**config.mk**
```make
export PLATFORM = sky130hd
export DESIGN_NAME = cnt_share_arb
export DESIGN_NICKNAME = d
export VERILOG_FILES = /design/src/rtl/cnt_arb_pkg.sv /design/src/rtl/cnt_share_arb_rr_pick.sv /design/src/rtl/cnt_share_arb.sv
export SDC_FILE = /design/constraint.sdc
export NUM_CORES = 1
export LEC_CHECK = 0
export BUFFER_PORTS_ARGS = -buffer_cell sky130_fd_sc_hd__buf_2
export CAP_MARGIN = 40
export CORE_AREA = 2 2 48 50
export CTS_CLUSTER_DIAMETER = 50
export CTS_CLUSTER_SIZE = 12
export DETAILED_ROUTE_END_ITERATION = 10
export DIE_AREA = 0 0 50 52
export PLACE_DENSITY = 0.76
export SYNTH_ARGS = -nofsm -noshare
export SYNTH_HDL_FRONTEND = slang
export SYNTH_HIERARCHICAL = 1
export SYNTH_SLANG_ARGS = --single-unit
export TNS_END_PERCENT = 5
```
**constraint.sdc**
```tcl
create_clock -name clk -period 2.6 [get_ports clk]
set_input_delay 0 -clock clk [delete_from_list [all_inputs] [get_ports clk]]
set_output_delay 0 -clock clk [all_outputs]
set_load 0.02 [all_outputs]
```
**src/rtl/cnt_arb_pkg.sv**
```systemverilog
// Shared types and widths for the counter-sharing arbiter.
// Holds the arbiter state enum and the counter/hold-counter widths.
package cnt_arb_pkg;

    typedef enum logic [1:0] {
        IDLE,
        GRANT,
        GAP
    } arb_state_t;

    localparam int CNT_W  = 8;
    localparam int HOLD_W = 8;

endpackage

```
**src/rtl/cnt_share_arb_rr_pick.sv**
```systemverilog
// Combinational round-robin picker: first set req bit scanning up from last_id+1.
// Ports: req, last_id in; win (one-hot), win_id, valid out.
module rr_pick #(
    parameter int NREQ = 4,
    parameter int IDW  = 2
) (
    input  logic [NREQ-1:0] req,
    input  logic [IDW-1:0]  last_id,
    output logic [NREQ-1:0] win,
    output logic [IDW-1:0]  win_id,
    output logic            valid
);

    logic [IDW-1:0] idx;

    // Scan from farthest to nearest so the nearest set bit wins last.
    always_comb begin
        win    = '0;
        win_id = '0;
        valid  = 1'b0;
        idx    = '0;
        for (int k = NREQ; k >= 1; k--) begin
            idx = IDW'((int'(last_id) + k) % NREQ);
            if (req[idx]) begin
                win      = '0;
                win[idx] = 1'b1;
                win_id   = idx;
                valid    = 1'b1;
            end
        end
    end

endmodule

```
**src/rtl/cnt_share_arb.sv**
```systemverilog
// Round-robin owner of the shared 8-bit counter: grants, clears and enables it.
// Ports: clk, rst_n, req in; gnt, gnt_id, busy, cnt_clr, cnt_en, preempt out.
// Optional tenure quota and preempt pulse: define CNT_ARB_TIMEOUT_EN.
module cnt_share_arb
    import cnt_arb_pkg::*;
#(
    parameter  int NREQ     = 4,
    parameter  int MAX_HOLD = 16,
    localparam int IDW      = $clog2(NREQ)
) (
    input  logic            clk,
    input  logic            rst_n,
    input  logic [NREQ-1:0] req,
    output logic [NREQ-1:0] gnt,
    output logic [IDW-1:0]  gnt_id,
    output logic            busy,
    output logic            cnt_clr,
    output logic            cnt_en,
    output logic            preempt
);

    if (NREQ < 2 || NREQ > 8) begin : g_bad_nreq
        $error("cnt_share_arb: NREQ must be 2..8");
    end
    if (MAX_HOLD < 1 || MAX_HOLD > 255) begin : g_bad_hold
        $error("cnt_share_arb: MAX_HOLD must be 1..255");
    end

    arb_state_t        state;
    logic [HOLD_W-1:0] hold_cnt;
    logic [HOLD_W-1:0] hold_nxt;
    logic [IDW-1:0]    last_id;
    logic [NREQ-1:0]   pick_oh;
    logic [IDW-1:0]    pick_id;
    logic              pick_vld;
    logic              own_req;
    logic              quota_hit;

    rr_pick #(
        .NREQ (NREQ),
        .IDW  (IDW)
    ) u_pick (
        .req     (req),
        .last_id (last_id),
        .win     (pick_oh),
        .win_id  (pick_id),
        .valid   (pick_vld)
    );

    assign own_req  = req[gnt_id];
    assign hold_nxt = (hold_cnt == '1) ? hold_cnt : hold_cnt + 1'b1;

`ifdef CNT_ARB_TIMEOUT_EN
    localparam logic [HOLD_W-1:0] HOLD_LAST = HOLD_W'(MAX_HOLD - 1);
    // hold_cnt is 0 in the cnt_clr cycle, so this ends the tenure
    // after exactly MAX_HOLD grant cycles.
    assign quota_hit = (hold_cnt == HOLD_LAST);
`else
    assign quota_hit = 1'b0;
`endif

    always_ff @(posedge clk or negedge rst_n) begin
        if (!rst_n) begin
            state    <= IDLE;
            gnt      <= '0;
            gnt_id   <= '0;
            busy     <= 1'b0;
            cnt_clr  <= 1'b0;
            cnt_en   <= 1'b0;
            preempt  <= 1'b0;
            last_id  <= IDW'(NREQ - 1);
            hold_cnt <= '0;
        end else begin
            unique case (state)
                IDLE: begin
                    preempt <= 1'b0;
                    if (pick_vld) begin
                        state    <= GRANT;
                        gnt      <= pick_oh;
                        gnt_id   <= pick_id;
                        last_id  <= pick_id;
                        hold_cnt <= '0;
                        busy     <= 1'b1;
                        cnt_clr  <= 1'b1;
                    end
                end
                GRANT: begin
                    hold_cnt <= hold_nxt;
                    cnt_clr  <= 1'b0;
                    if (!own_req || quota_hit) begin
                        state   <= GAP;
                        gnt     <= '0;
                        busy    <= 1'b0;
                        cnt_en  <= 1'b0;
                        // A release in the quota cycle wins over the timeout.
                        preempt <= own_req & quota_hit;
                    end else begin
                        cnt_en <= 1'b1;
                    end
                end
                GAP: begin
                    preempt <= 1'b0;
                    state   <= IDLE;
                end
                default: state <= IDLE;
            endcase
        end
    end

endmodule

```
==> results of run 1 <==
## cell type report
| type | instances | share of cell area, % |
|---|---|---|
| Multi-Input combinational cell | 88 | 59.0 |
| Inverter | 8 | 2.39 |
| Sequential cell | 13 | 26.1 |
| Timing Repair Buffer | 17 | 7.56 |
| Tap cell | 28 | 2.79 |
| Clock inverter | 1 | 0.398 |
| Clock buffer | 3 | 1.79 |
## state kept, by name (all words and copies together) (netlist names)
signal / count
gnt: 4
gnt_id: 2
last_id: 2
state: 2
busy: 1
cnt_clr: 1
cnt_en: 1
## final timing paths
path                             from         end  slack (ns)  cells past startpoint
setup / recovery           last_id[0]      gnt[2]        0.22                      8
hold / removal                  rst_n      gnt[2]        0.14                      2
setup reg to reg           last_id[0]      gnt[2]        0.22                      8
hold reg to reg                cnt_en      cnt_en        0.50                      2
max in group asynchronous       rst_n  last_id[1]        2.19                      2
min in group clk               req[2]    state[1]        0.29                      3
## logic make-up after synthesis
family                     count (synthesis)  share of synthesized area (%)
AOI/OAI and AO/OA                         39                           25.0
and+or+nand+nor                           31                           16.3
buffers and inverters                     15                           7.85
DFF                                       13                           29.4
muxes                                     11                           14.5
adders and majority gates                  6                           6.73
other                                      1                          0.336
## what timing repair did
action                                  CTS  global route
endpoints found under the setup margin    0             4
hold buffers                              1             0
buffers inserted                          0             0
hold endpoints to repair                 13             0
gates resized for setup                   0             5
## critical path, stage by stage (launching register included)
cell       delay, ns
dfstp_2         0.53
inv_1           0.15
ha_4            0.38
mux2_2          0.36
a211oi_2        0.26
o21ai_0         0.14
a32oi_1         0.24
a21oi_1         0.09
o2bb2ai_1       0.15
## per-stage QoR
stage	cell area [sq um]	instances	total power [uW]	utilization, %
6_report	1260	158	1660	59.7
5_1_grt	1260	158	1790	59.7
4_1_cts	1220	158	1580	57.8
3_5_place_dp	1180	153	1450	56.0
3_3_place_gp	1180	153	1410	56.0
2_1_floorplan	1120	116	1220	-
## synthesized netlist by cell type, types with 3 or more instances
library cell / count
dfrtp_1: 11
inv_1: 7
o2bb2ai_1: 4
o21ai_0: 10
buf_4: 4
nand2_1: 3
a21oi_1: 10
nand2b_1: 3
nor2b_1: 8
mux2_1: 4
mux2i_1: 3
a32oi_1: 4
ha_1: 6
nor2_1: 8
## power groups by stage
| stage | sequential (uW) | combinational (uW) | clock [uW] |
|---|---|---|---|
| 6_report | 391 | 1150 | 120 |
| 5_1_grt | 404 | 1240 | 140 |
| 4_1_cts | 391 | 1060 | 129 |
| 3_5_place_dp | 395 | 1060 | 0 |
| 3_3_place_gp | 386 | 1020 | 0 |
| 2_1_floorplan | 476 | 746 | 0 |
## per-layer routing
layer  vias up  share of wire, %
met5         -                 0
met4         0              0.41
met3         2               4.8
met2        37                51
met1       461                43
li1        462                 -
==> flow_metrics.py, run 1 <==
metrics = {
    "flow_run": {
        "cap_viol_max_count": 0,
    },
    "final_layout": {
        "multi_input_area_sq_um": 742,
        "final_cell_mix": "buf_2, dfrtp_1, a21oi_1, o21ai_0",
        "diodes": 0,
        "fillers": 177,
        "final_common_cell": "buf_2",
        "fin_nets": 143,
        "drive_above_1_share_pct": 26.2,
        "regArea_sq_um": 328,
        "area_growth_pct": 12.7,
    },
    "placed_design": {
        "globalplace.congestion": 0.904,
        "dpl_worst_slack_ns": 0.0337,
        "port_buffers": 14,
        "dp_hpwl_um": 1770,
    },
    "global_route": {
        "use_met2_pct": 34.0,
        "grt_util_met1_pct": 23.2,
        "grt_max_degree": 18,
        "antenna_found_initial": 0,
        "grt_first_pass_wirelength_um": 3850,
        "overflow": 0,
        "first_global_vias": 872,
        "met3_usage_pct": 5.46,
        "track_usage_pct": 19.3,
        "grt_busiest_layer": "met2",
    },
    "clock_network": {
        "root_buffer": "clkbuf_4",
        "cts.path.max_buffers": 2,
        "htreeDepth": 1,
        "cts_inserted_buffers": 3,
        "cts.sinks": 13,
        "cts.clk_slew.worst_paths_ns": 0.07,
        "cts_tree": "built",
        "clk_latency_ns": 0.27,
    },
    "yosys": {
        "yosys_most_used_dff": "dfrtp_1",
        "synth_top_cell_area_share_pct": 24.7,
        "yosys.area.top_type": "dfrtp_1",
        "synth_area_leaders": "dfrtp_1, ha_1, dfstp_2, mux4_1, a21oi_1",
        "synth_cell_types": 39,
        "async_flop_share_pct": 100,
        "avgSynthCellArea_sq_um": 9.62,
        "syn_inst": 116,
        "yosysSeqAreaShare_pct": 29.4,
        "syn_nets": 128,
        "yosysWarningCount": 6,
        "synth_area_sq_um": 1120,
        "synth-seq-cells": 13,
        "synth_edf_count": 0,
    },
    "floorplan": {
        "start_util_pct": 53.0,
        "core_sq_um": 2110,
        "die-width_um": 50,
        "rows": 17,
        "io_pins": 16,
        "dieArea_sq_um": 2600,
        "die_y_um": 52,
    },
    "drt": {
        "routed_wl_um": 2470,
        "drt_iter0_markers": 21,
        "drt-vias-per-instance": 6.09,
        "vias": 962,
        "first_pass_iters": 4,
        "wire_per_inst_um": 15.6,
        "ant_nets": 0,
        "drcViolationCount": 0,
    },
    "power_and_ir_drop": {
        "p_seq_share_pct": 23.5,
        "intPower_uw": 857,
        "power.leakage_uw": 0.000529,
        "comb_power_share_pct": 69.3,
        "clkPwrFrac_pct": 7.2,
        "switching_share_pct": 48.5,
        "irDropWorstVdd_mv": 0.776,
        "power.density_nw_per_um2": 1320,
        "power.switching_uw": 806,
    },
    "setup_path": {
        "worst_ep_required_time_ns": 2.80,
        "worst-path-max-fanout": 9,
        "path_class": "flop to flop",
        "start_kind": "flop",
        "crit_path_end_kind": "flop",
        "crit_arrival_ns": 2.58,
    },
    "timing": {
        "rsz0062_at_grt": "no",
        "setup-tns-final_ns": 0,
        "layout_setup_ws_ns": 0.220,
        "finalClockSkew_ns": 0.000830,
        "fmax_mhz": 420,
        "final_hold_viol_count": 0,
        "hold_slack_ns": 0.136,
        "drv_slew": 0,
        "fin_crit_ns": 2.38,
        "finalSetupViolCount": 0,
        "finalCritPeriodShare_pct": 91.5,
    },
    "worst_hold_path": {
        "hold_class": "primary input to asynchronous set/reset pin",
    },
    "status": {
        "outcome": "completed",
    },
}
(Power assumes the default switching activity.)
==> run 2: changes to the inputs <==
--- a/config.mk
+++ b/config.mk
@@ -12,7 +12,9 @@
 export CTS_CLUSTER_SIZE = 12
 export DETAILED_ROUTE_END_ITERATION = 10
 export DIE_AREA = 0 0 50 52
+export GPL_TIMING_DRIVEN = 1
 export PLACE_DENSITY = 0.76
+export REMOVE_ABC_BUFFERS = 1
 export SYNTH_ARGS = -nofsm -noshare
 export SYNTH_HDL_FRONTEND = slang
 export SYNTH_HIERARCHICAL = 1
==> flow_metrics.py, run 2 (synthesized netlist as in run 1, its figures left out) <==
metrics = {
    "status": {
        "outcome": "completed",
    },
    "setup_path": {
        "crit_arrival_ns": 2.61,
        "crit_chain": "inv_1, ha_1, mux2i_1, a2111oi_2, o21ai_0, a32oi_1, a21oi_1, o2bb2ai_1",
        "crit-reg2reg-launch": "last_id[0]",
        "start_kind": "flop",
        "critical_path.slowest_cell": "dfstp_2",
        "worst-path-max-fanout": 7,
        "worst_ep_required_time_ns": 2.79,
        "path_class": "flop to flop",
        "rr_endpoint": "gnt[2]",
        "cp-startpoint": "last_id[0]",
        "reg2regPathDepth": 8,
        "endpoint": "gnt[2]",
        "r2r_slack_ns": 0.18,
        "crit_path_end_kind": "flop",
        "crit_family": "compound AO/OA/AOI/OAI gates",
        "path_depth": 8,
        "cp_num_buf_inv": 1,
        "critical-path-max-stage-delay_ns": 0.53,
    },
    "flow_run": {
        "cap_viol_max_count": 0,
    },
    "power_and_ir_drop": {
        "power.density_nw_per_um2": 1290,
        "irDropWorstVdd_mv": 0.805,
        "power_uw": 1580,
        "power.leakage_uw": 0.000530,
    },
    "global_route": {
        "grt_max_degree": 18,
        "track_usage_pct": 20.2,
        "antenna_found_initial": 0,
        "first_global_vias": 940,
        "grt_first_pass_wirelength_um": 4120,
        "overflow": 0,
    },
    "drt": {
        "drt_iter0_markers": 21,
        "drcViolationCount": 0,
        "vias": 944,
        "wire_per_inst_um": 14.3,
        "first_pass_iters": 4,
        "ant_nets": 0,
        "routed_wl_um": 2270,
        "drt-vias-per-instance": 5.94,
    },
    "floorplan": {
        "die-width_um": 50,
        "rows": 17,
        "die_y_um": 52,
        "start_util_pct": 53.0,
        "dieArea_sq_um": 2600,
        "core_sq_um": 2110,
        "io_pins": 16,
    },
    "final_layout": {
        "final_cell_mix": "buf_2, dfrtp_1, a21oi_1, o21ai_0",
        "diodes": 0,
        "final_common_cell": "buf_2",
        "design_area_sq_um": 1220,
        "fin_nets": 144,
        "regMostFlops": "gnt",
        "area_growth_pct": 9.53,
        "drive_above_1_share_pct": 24.4,
        "largest_register_ffs": 4,
    },
    "placed_design": {
        "port_buffers": 14,
        "dp_hpwl_um": 1660,
        "place_area_sq_um": 1190,
        "globalplace.congestion": 0.958,
    },
    "clock_network": {
        "cts_tree": "built",
        "cts_resized": 0,
        "htreeDepth": 1,
        "cts.clk_slew.worst_paths_ns": 0.07,
        "cts_inserted_buffers": 3,
        "cts.path.max_buffers": 2,
        "clk_latency_ns": 0.27,
        "root_buffer": "clkbuf_4",
        "cts.sinks": 13,
    },
    "timing": {
        "rsz0062_at_grt": "no",
        "finalSetupViolCount": 0,
        "finalCritPeriodShare_pct": 93.1,
        "setup-tns-final_ns": 0,
        "finalClockSkew_ns": 0.00412,
        "final_hold_viol_count": 0,
        "fmax_mhz": 413,
        "drv_slew": 0,
        "fin_crit_ns": 2.42,
    },
    "worst_hold_path": {
        "hold_class": "primary input to asynchronous set/reset pin",
    },
}
run 2: power by group:
group | leakage (uW) | switching [uW] | total (uW) | internal, uW
combinational | 0.000359 | 612 | 1070 | 459
sequential | 0.000156 | 74.7 | 387 | 312
clock | 0.0000150 | 58.7 | 118 | 59.3
total | 0.000530 | 745 | 1580 | 830
run 2: worst min-delay path by stage:
stage | to | slack, ns | cells past startpoint
after floorplan | busy | -0.30 | 0
after global placement | gnt[2] | -0.10 | 1
after detailed placement | gnt[2] | -0.10 | 1
after CTS | gnt[2] | 0.14 | 2
after global routing | gnt[0] | 0.16 | 2
final | gnt[3] | 0.14 | 2
run 2: stage by stage:
stage | util, % | hold WS, ns | setup WS, ns | instances
6_report | 58.1 | 0.144 | 0.180 | 159
5_1_grt | 58.1 | 0.162 | 0.0191 | 159
4_1_cts | 58.1 | 0.140 | 0.198 | 159
3_5_place_dp | 56.3 | -0.103 | 0.217 | 154
3_3_place_gp | 56.3 | -0.104 | 0.275 | 154
2_1_floorplan | - | -0.296 | 0.194 | 109
run 2: area by class of cell:
class                   instances  area, sq um
inverters                       8         30.0
clock buffers                   4         26.3
well taps                      28         35.0
flip-flops and latches         13          328
multi-input cells              88          701
fillers                       194          883
repair buffers                 18          103
run 2: per-layer routing:
layer	track usage, %	vias up	part of all wire (%)
met5	0	-	0
met4	5.09	0	0.53
met3	4.31	2	4.2
met2	33.3	27	48
met1	26.8	458	47
li1	-	457	-
run 2: what timing repair did:
action | in CTS | in global routing
setup buffers | 0 | 0
hold buffers | 1 | 0
endpoints found under the hold margin | 13 | 0
